==> src/rtl/fx_bus_pkg.sv <==
// Shared definitions for fx register-bus masters: bus widths, arbiter
// state encoding and a width helper.
package fx_bus_pkg;

    localparam int FX_ADDR_W = 16;
    localparam int FX_DATA_W = 8;

    typedef enum logic [1:0] {
        IDLE   = 2'd0,
        ISSUE  = 2'd1,
        RDWAIT = 2'd2
    } fx_state_e;

    // Bits needed to hold values 0..value-1; never narrower than one bit.
    function automatic int clog2(input int value);
        int width;
        width = 1;
        while ((1 << width) < value) begin
            width = width + 1;
        end
        return width;
    endfunction

endpackage

==> src/rtl/fx_bus_arb_rr_pick.sv <==
// Combinational round-robin selector: first set request at or above ptr,
// wrapping to the lowest set request when none is found above.
module rr_pick
    import fx_bus_pkg::*;
#(
    parameter int N  = 2,
    parameter int IW = clog2(N)
) (
    input  logic [N-1:0]  req,
    input  logic [IW-1:0] ptr,
    output logic [N-1:0]  grant,
    output logic [IW-1:0] idx,
    output logic          any
);

    logic [N-1:0] hi_mask;
    logic [N-1:0] hi_req;
    logic [N-1:0] sel_vec;

    generate
        for (genvar gi = 0; gi < N; gi++) begin : g_mask
            assign hi_mask[gi] = (IW'(gi) >= ptr);
        end
    endgenerate

    assign hi_req  = req & hi_mask;
    assign sel_vec = (|hi_req) ? hi_req : req;
    // Two's-complement trick isolates the lowest set bit.
    assign grant   = sel_vec & (~sel_vec + N'(1));
    assign any     = |req;

    always_comb begin
        idx = '0;
        for (int i = 0; i < N; i++) begin
            if (grant[i]) begin
                idx = idx | IW'(i);
            end
        end
    end

endmodule

==> src/rtl/fx_bus_arb.sv <==
// Round-robin arbiter and sequencer for the fx register bus: issues one
// write or read at a time and returns read data to the owning requester.
module fx_bus_arb
    import fx_bus_pkg::*;
#(
    parameter int NREQ   = 2,
    parameter int RD_LAT = 2,
    parameter int ADDR_W = FX_ADDR_W,
    parameter int DATA_W = FX_DATA_W
) (
    input  logic                     clk_sys,
    input  logic                     rst,
    input  logic [NREQ-1:0]          req_vld,
    input  logic [NREQ-1:0]          req_wr,
    input  logic [NREQ*ADDR_W-1:0]   req_addr,
    input  logic [NREQ*DATA_W-1:0]   req_data,
    output logic [NREQ-1:0]          req_ack,
    output logic [NREQ-1:0]          rsp_vld,
    output logic [DATA_W-1:0]        rsp_data,
    output logic [ADDR_W-1:0]        fx_waddr,
    output logic                     fx_wr,
    output logic [DATA_W-1:0]        fx_data,
    output logic                     fx_rd,
    output logic [ADDR_W-1:0]        fx_raddr,
    input  logic [DATA_W-1:0]        fx_q,
    output logic                     busy
);

    localparam int IW = clog2(NREQ);
    localparam int CW = clog2(RD_LAT + 2);

    logic [ADDR_W-1:0] addr_arr [NREQ];
    logic [DATA_W-1:0] data_arr [NREQ];

    generate
        for (genvar gi = 0; gi < NREQ; gi++) begin : g_unpack
            assign addr_arr[gi] = req_addr[gi*ADDR_W +: ADDR_W];
            assign data_arr[gi] = req_data[gi*DATA_W +: DATA_W];
        end
    endgenerate

    fx_state_e         state_reg,    state_next;
    logic [IW-1:0]     ptr_reg,      ptr_next;
    logic [CW-1:0]     cnt_reg,      cnt_next;
    logic [IW-1:0]     idx_reg,      idx_next;
    logic              wr_reg,       wr_next;
    logic [DATA_W-1:0] cap_reg,      cap_next;
    logic [NREQ-1:0]   req_ack_reg,  req_ack_next;
    logic [NREQ-1:0]   rsp_vld_reg,  rsp_vld_next;
    logic [DATA_W-1:0] rsp_data_reg, rsp_data_next;
    logic [ADDR_W-1:0] fx_waddr_reg, fx_waddr_next;
    logic              fx_wr_reg,    fx_wr_next;
    logic [DATA_W-1:0] fx_data_reg,  fx_data_next;
    logic              fx_rd_reg,    fx_rd_next;
    logic [ADDR_W-1:0] fx_raddr_reg, fx_raddr_next;
    logic              busy_reg,     busy_next;

    logic [NREQ-1:0]   pick_grant;
    logic [IW-1:0]     pick_idx;
    logic              pick_any;

    rr_pick #(
        .N  (NREQ),
        .IW (IW)
    ) u_pick (
        .req   (req_vld),
        .ptr   (ptr_reg),
        .grant (pick_grant),
        .idx   (pick_idx),
        .any   (pick_any)
    );

    always_ff @(posedge clk_sys) begin
        if (rst) begin
            state_reg    <= IDLE;
            ptr_reg      <= '0;
            cnt_reg      <= '0;
            idx_reg      <= '0;
            wr_reg       <= 1'b0;
            cap_reg      <= '0;
            req_ack_reg  <= '0;
            rsp_vld_reg  <= '0;
            rsp_data_reg <= '0;
            fx_waddr_reg <= '0;
            fx_wr_reg    <= 1'b0;
            fx_data_reg  <= '0;
            fx_rd_reg    <= 1'b0;
            fx_raddr_reg <= '0;
            busy_reg     <= 1'b0;
        end else begin
            state_reg    <= state_next;
            ptr_reg      <= ptr_next;
            cnt_reg      <= cnt_next;
            idx_reg      <= idx_next;
            wr_reg       <= wr_next;
            cap_reg      <= cap_next;
            req_ack_reg  <= req_ack_next;
            rsp_vld_reg  <= rsp_vld_next;
            rsp_data_reg <= rsp_data_next;
            fx_waddr_reg <= fx_waddr_next;
            fx_wr_reg    <= fx_wr_next;
            fx_data_reg  <= fx_data_next;
            fx_rd_reg    <= fx_rd_next;
            fx_raddr_reg <= fx_raddr_next;
            busy_reg     <= busy_next;
        end
    end

    // Bus strobes are registered on the IDLE->ISSUE edge so they appear
    // exactly during the ISSUE cycle, together with the ack pulse.
    always_comb begin
        state_next    = state_reg;
        ptr_next      = ptr_reg;
        cnt_next      = cnt_reg;
        idx_next      = idx_reg;
        wr_next       = wr_reg;
        cap_next      = cap_reg;
        rsp_data_next = rsp_data_reg;
        req_ack_next  = '0;
        rsp_vld_next  = '0;
        fx_waddr_next = '0;
        fx_wr_next    = 1'b0;
        fx_data_next  = '0;
        fx_rd_next    = 1'b0;
        fx_raddr_next = '0;

        case (state_reg)
            IDLE: begin
                if (pick_any) begin
                    state_next   = ISSUE;
                    idx_next     = pick_idx;
                    wr_next      = req_wr[pick_idx];
                    req_ack_next = pick_grant;
                    if (req_wr[pick_idx]) begin
                        fx_wr_next    = 1'b1;
                        fx_waddr_next = addr_arr[pick_idx];
                        fx_data_next  = data_arr[pick_idx];
                    end else begin
                        fx_rd_next    = 1'b1;
                        fx_raddr_next = addr_arr[pick_idx];
                    end
                end
            end

            ISSUE: begin
                ptr_next = (idx_reg == IW'(NREQ - 1)) ? '0 : idx_reg + 1'b1;
                if (wr_reg) begin
                    state_next = IDLE;
                end else begin
                    state_next = RDWAIT;
                    cnt_next   = CW'(1);
                end
            end

            RDWAIT: begin
                if (cnt_reg == CW'(RD_LAT)) begin
                    cap_next = fx_q;
                    cnt_next = cnt_reg + 1'b1;
                end else if (cnt_reg == CW'(RD_LAT + 1)) begin
                    rsp_vld_next[idx_reg] = 1'b1;
                    rsp_data_next         = cap_reg;
                    cnt_next              = '0;
                    state_next            = IDLE;
                end else begin
                    cnt_next = cnt_reg + 1'b1;
                end
            end

            default: begin
                state_next = IDLE;
            end
        endcase

        busy_next = (state_next != IDLE);
    end

    assign req_ack  = req_ack_reg;
    assign rsp_vld  = rsp_vld_reg;
    assign rsp_data = rsp_data_reg;
    assign fx_waddr = fx_waddr_reg;
    assign fx_wr    = fx_wr_reg;
    assign fx_data  = fx_data_reg;
    assign fx_rd    = fx_rd_reg;
    assign fx_raddr = fx_raddr_reg;
    assign busy     = busy_reg;

endmodule

==> config.mk <==
export PLATFORM = sky130hd
export DESIGN_NAME = fx_bus_arb
export DESIGN_NICKNAME = d
export VERILOG_FILES = /design/src/rtl/fx_bus_pkg.sv /design/src/rtl/fx_bus_arb_rr_pick.sv /design/src/rtl/fx_bus_arb.sv
export SDC_FILE = /design/constraint.sdc
export NUM_CORES = 1
export LEC_CHECK = 0
export ABC_AREA = 1
export CORE_AREA = 10 10 91 93
export CTS_CLUSTER_SIZE = 10
export DETAILED_ROUTE_END_ITERATION = 7
export DIE_AREA = 0 0 101 103
export GPL_ROUTABILITY_DRIVEN = 0
export PLACE_DENSITY = 0.83
export SETUP_SLACK_MARGIN = 0.02
export SYNTH_ARGS = -nofsm -noshare
export SYNTH_HDL_FRONTEND = slang
export SYNTH_SLANG_ARGS = --single-unit
==> constraint.sdc <==
create_clock -name clk_sys -period 1.5 [get_ports clk_sys]
set_input_delay 0.3 -clock clk_sys [delete_from_list [all_inputs] [get_ports clk_sys]]
set_output_delay 0.3 -clock clk_sys [all_outputs]
set_load 0.01 [all_outputs]
==> reports/qor.txt <==
xor and xnor area share after synthesis: 0%
antenna violation net count after detailed routing: 0
global routing usage summed across all routing layers: 13.4%
via count normalized by instance count: 4.55
Final Hold Viols: 0
crit path max-delay cell type: clkdlybuf4s50_1
Sinks on Clock Net: 70
final setup fails: 0
most common cell type on the critical path: nand2_1
detailed router's first-iteration violation count: 50
die boundary width: 101 um
total power after layout: 0.00450 W
Mapped Cells: 310
area share of the largest cell type after synthesis: 56.0%
adder and majority cell fraction of the synthesized area: 1.50%
instance count on the critical path: 9
post-synthesis simple-gate area fraction: 25.4%
max frequency: 773 MHz
portion of the post-synthesis area used by sequential elements: 56.0%
CTS tree: done
total die area: 10400 um2
endpoint kind of the worst setup timing path: register
top-level I/O count: 117
number of antenna violations at the first check in global routing: 0
commonest non-fill, non-tap cells in the layout: 70 x dfxtp_1, 62 x nand2_1, 60 x clkdlybuf4s50_1
Clock Pin Slew Worst Setup and Hold Paths: 0.08 ns
count of different cell masters after synthesis: 21
number of max-slew violations in the final report: 0
Synth Net Count: 375
power per unit of standard cell area: 1120 nW/um2
ANT cells: 0
most common cell after layout, fill and taps aside: dfxtp_1
number of core rows: 30
Mapped Area: 2500 um2
total iterations of the first detailed-routing run: 4
hold_buf cts: 0
Worst Path Class, Setup: in -> reg
relative area change from synthesis to final layout: 60.8%
worst hold stages: 2
Pleak: 2.05 nW
Buffers on Ports: 116
synthesis-stage register bit count: 70
total number of nets in the final design: 506
Largest stage delay, worst path: 0.48 ns
sum of net half-perimeters after detailed placement: 5.83 mm
launching element type of the critical path: primary input
multiplexer share of the synthesized area: 0%
wire length of the first global-routing pass: 11.1 mm
aggregate global routing overflow: 0
Buf/Inv on CP: 4
Core Region: 6570 um2
WL per Instance: 13.6 um
status: complete, no violations
Synth Area in Compound Gates: 7.95%
DIE HEIGHT: 103 um
Synth area leaders: dfxtp_1 56%, nand2_1 9.3%, nor2_1 6.8%
Worst VDD drop: 0.858 mV
Arr. time, crit path: 1.57 ns
count of max-cap constraint violations: 0
Least-Margin Pin Slew: 0.280 ns
FF-to-FF path depth: 6
fin crit period: 1.29 ns
Cell Chain, Critical Path: clkdlybuf4s50_1 -> nand2_1 -> nand2_2 -> buf_12 -> buf_4 -> nand2_1 -> nand2_1 -> inv_1 -> nor2_1
Hold Worst Slack: 0.462 ns
worst-case clock buffer depth: 2
Max Fanout on Critical Path: 25
overall routed net length: 7.14 mm
post-route clock skew: 0.00793 ns
post-route clock period utilization: 86.3%
combinational family with the most area after synthesis: simple AND/OR/NAND/NOR gates
Clock H-tree levels: 3
clock network latency to the later pin of the worst-skew pair: 0.33 ns
Yosys warnings: 0
post-route DRC violation count: 0
share of post-route cells with drive strength above 1: 9.19%
cts bufs inserted: 9
worst slew slack as a fraction of its limit: 81.2%
post-CTS setup buffer count: 0
Worst Hold Class: reg -> reg
required time of the critical path: 1.78 ns
initial standard-cell utilization of the core: 38.1%
buffer cell driving the clock tree root: clkbuf_8
pin count of the biggest net entering global routing: 26
family of cells with the greatest summed delay on the critical path: buffers and inverters
via count of the routed design: 2392
vias in the first global route: 2400
Avg Inst Size Synth: 8.07 um2
RSZ-0062 raised after global routing: false
cell taking the most area after synthesis: dfxtp_1
==> where the power goes <==
part	internal (W)	switching [W]
Combinational	0.000338	0.000316
Clock	0.00115	0.000701
Sequential	0.00195	0.0000327
Total	0.00345	0.00105
==> cell families (layout without fill, tap and decap cells) <==
group	after synthesis	after routing
and+or+nand+nor	146	146
DFF	70	70
buffers and inverters	52	188
AOI/OAI and AO/OA	39	39
adders and majority gates	3	3
==> path summary, 6_finish.rpt <==
check	start	slack, ns	endpoint
worst max-delay path	req_vld[0]	0.21	fx_data[6]
worst min-delay path	cap_reg[1]	0.46	cap_reg[1]
worst max register to register	ptr_reg	0.26	fx_waddr[15]
worst min register to register	cap_reg[1]	0.46	cap_reg[1]
==> per-layer routing <==
| metal | wire (um) | track usage, % | vias to the layer above |
|---|---|---|---|
| li1 | - | - | 1225 |
| met1 | 2700 | 13.6 | 1073 |
| met2 | 3540 | 23.1 | 85 |
| met3 | 803 | 5.97 | 9 |
| met4 | 108 | 6.22 | 0 |
| met5 | 0 | 0 | - |
==> timing repair <==
item | 4_1_cts | 5_1_grt
pin swaps | 0 | 1
gates cloned | 0 | 0
resized for setup | 53 | 7
setup endpoints to repair | 53 | 19
==> layout make-up <==
class / count / area [um2]
Inverter: 37 / 139
Clock buffer: 11 / 141
Sequential cell: 70 / 1400
Multi-Input combinational cell: 188 / 872
Tap cell: 80 / 100
Timing Repair Buffer: 135 / 1260
Fill cell: 581 / 2540
Clock inverter: 5 / 106
==> metrics by stage <==
step	cell area, um2	instances	util [%]	TNS, ns	setup WS (ns)
6_report	4030	526	61.3	0	0.206
5_1_grt	4030	526	61.3	0	0.0892
4_1_cts	4010	526	61.0	0	0.0211
3_5_place_dp	3830	510	58.3	-10.27	-0.298
3_3_place_gp	3830	510	58.3	-8.45	-0.218
2_1_floorplan	2500	310	-	0	0.257
==> worst register-to-register path, cell delays in order (launching register included) <==
cell and delay [ns]:
dfxtp_1 0.34, nand2_1 0.05, nand2_1 0.11, nand2_2 0.12
buf_12 0.17, o21ai_0 0.26, nor2_1 0.09
==> synthesized netlist by cell type (all sizes together) <==
master and instances:
dfxtp 70, nand2 64, nor2 48, inv 37, nand3 32, o21ai 20, a21oi 17, buf 11
clkbuf 4, ha 3, nor3 1, nor3b 1, o211ai 1, o22ai 1
Power figures use the tool's default switching activity.
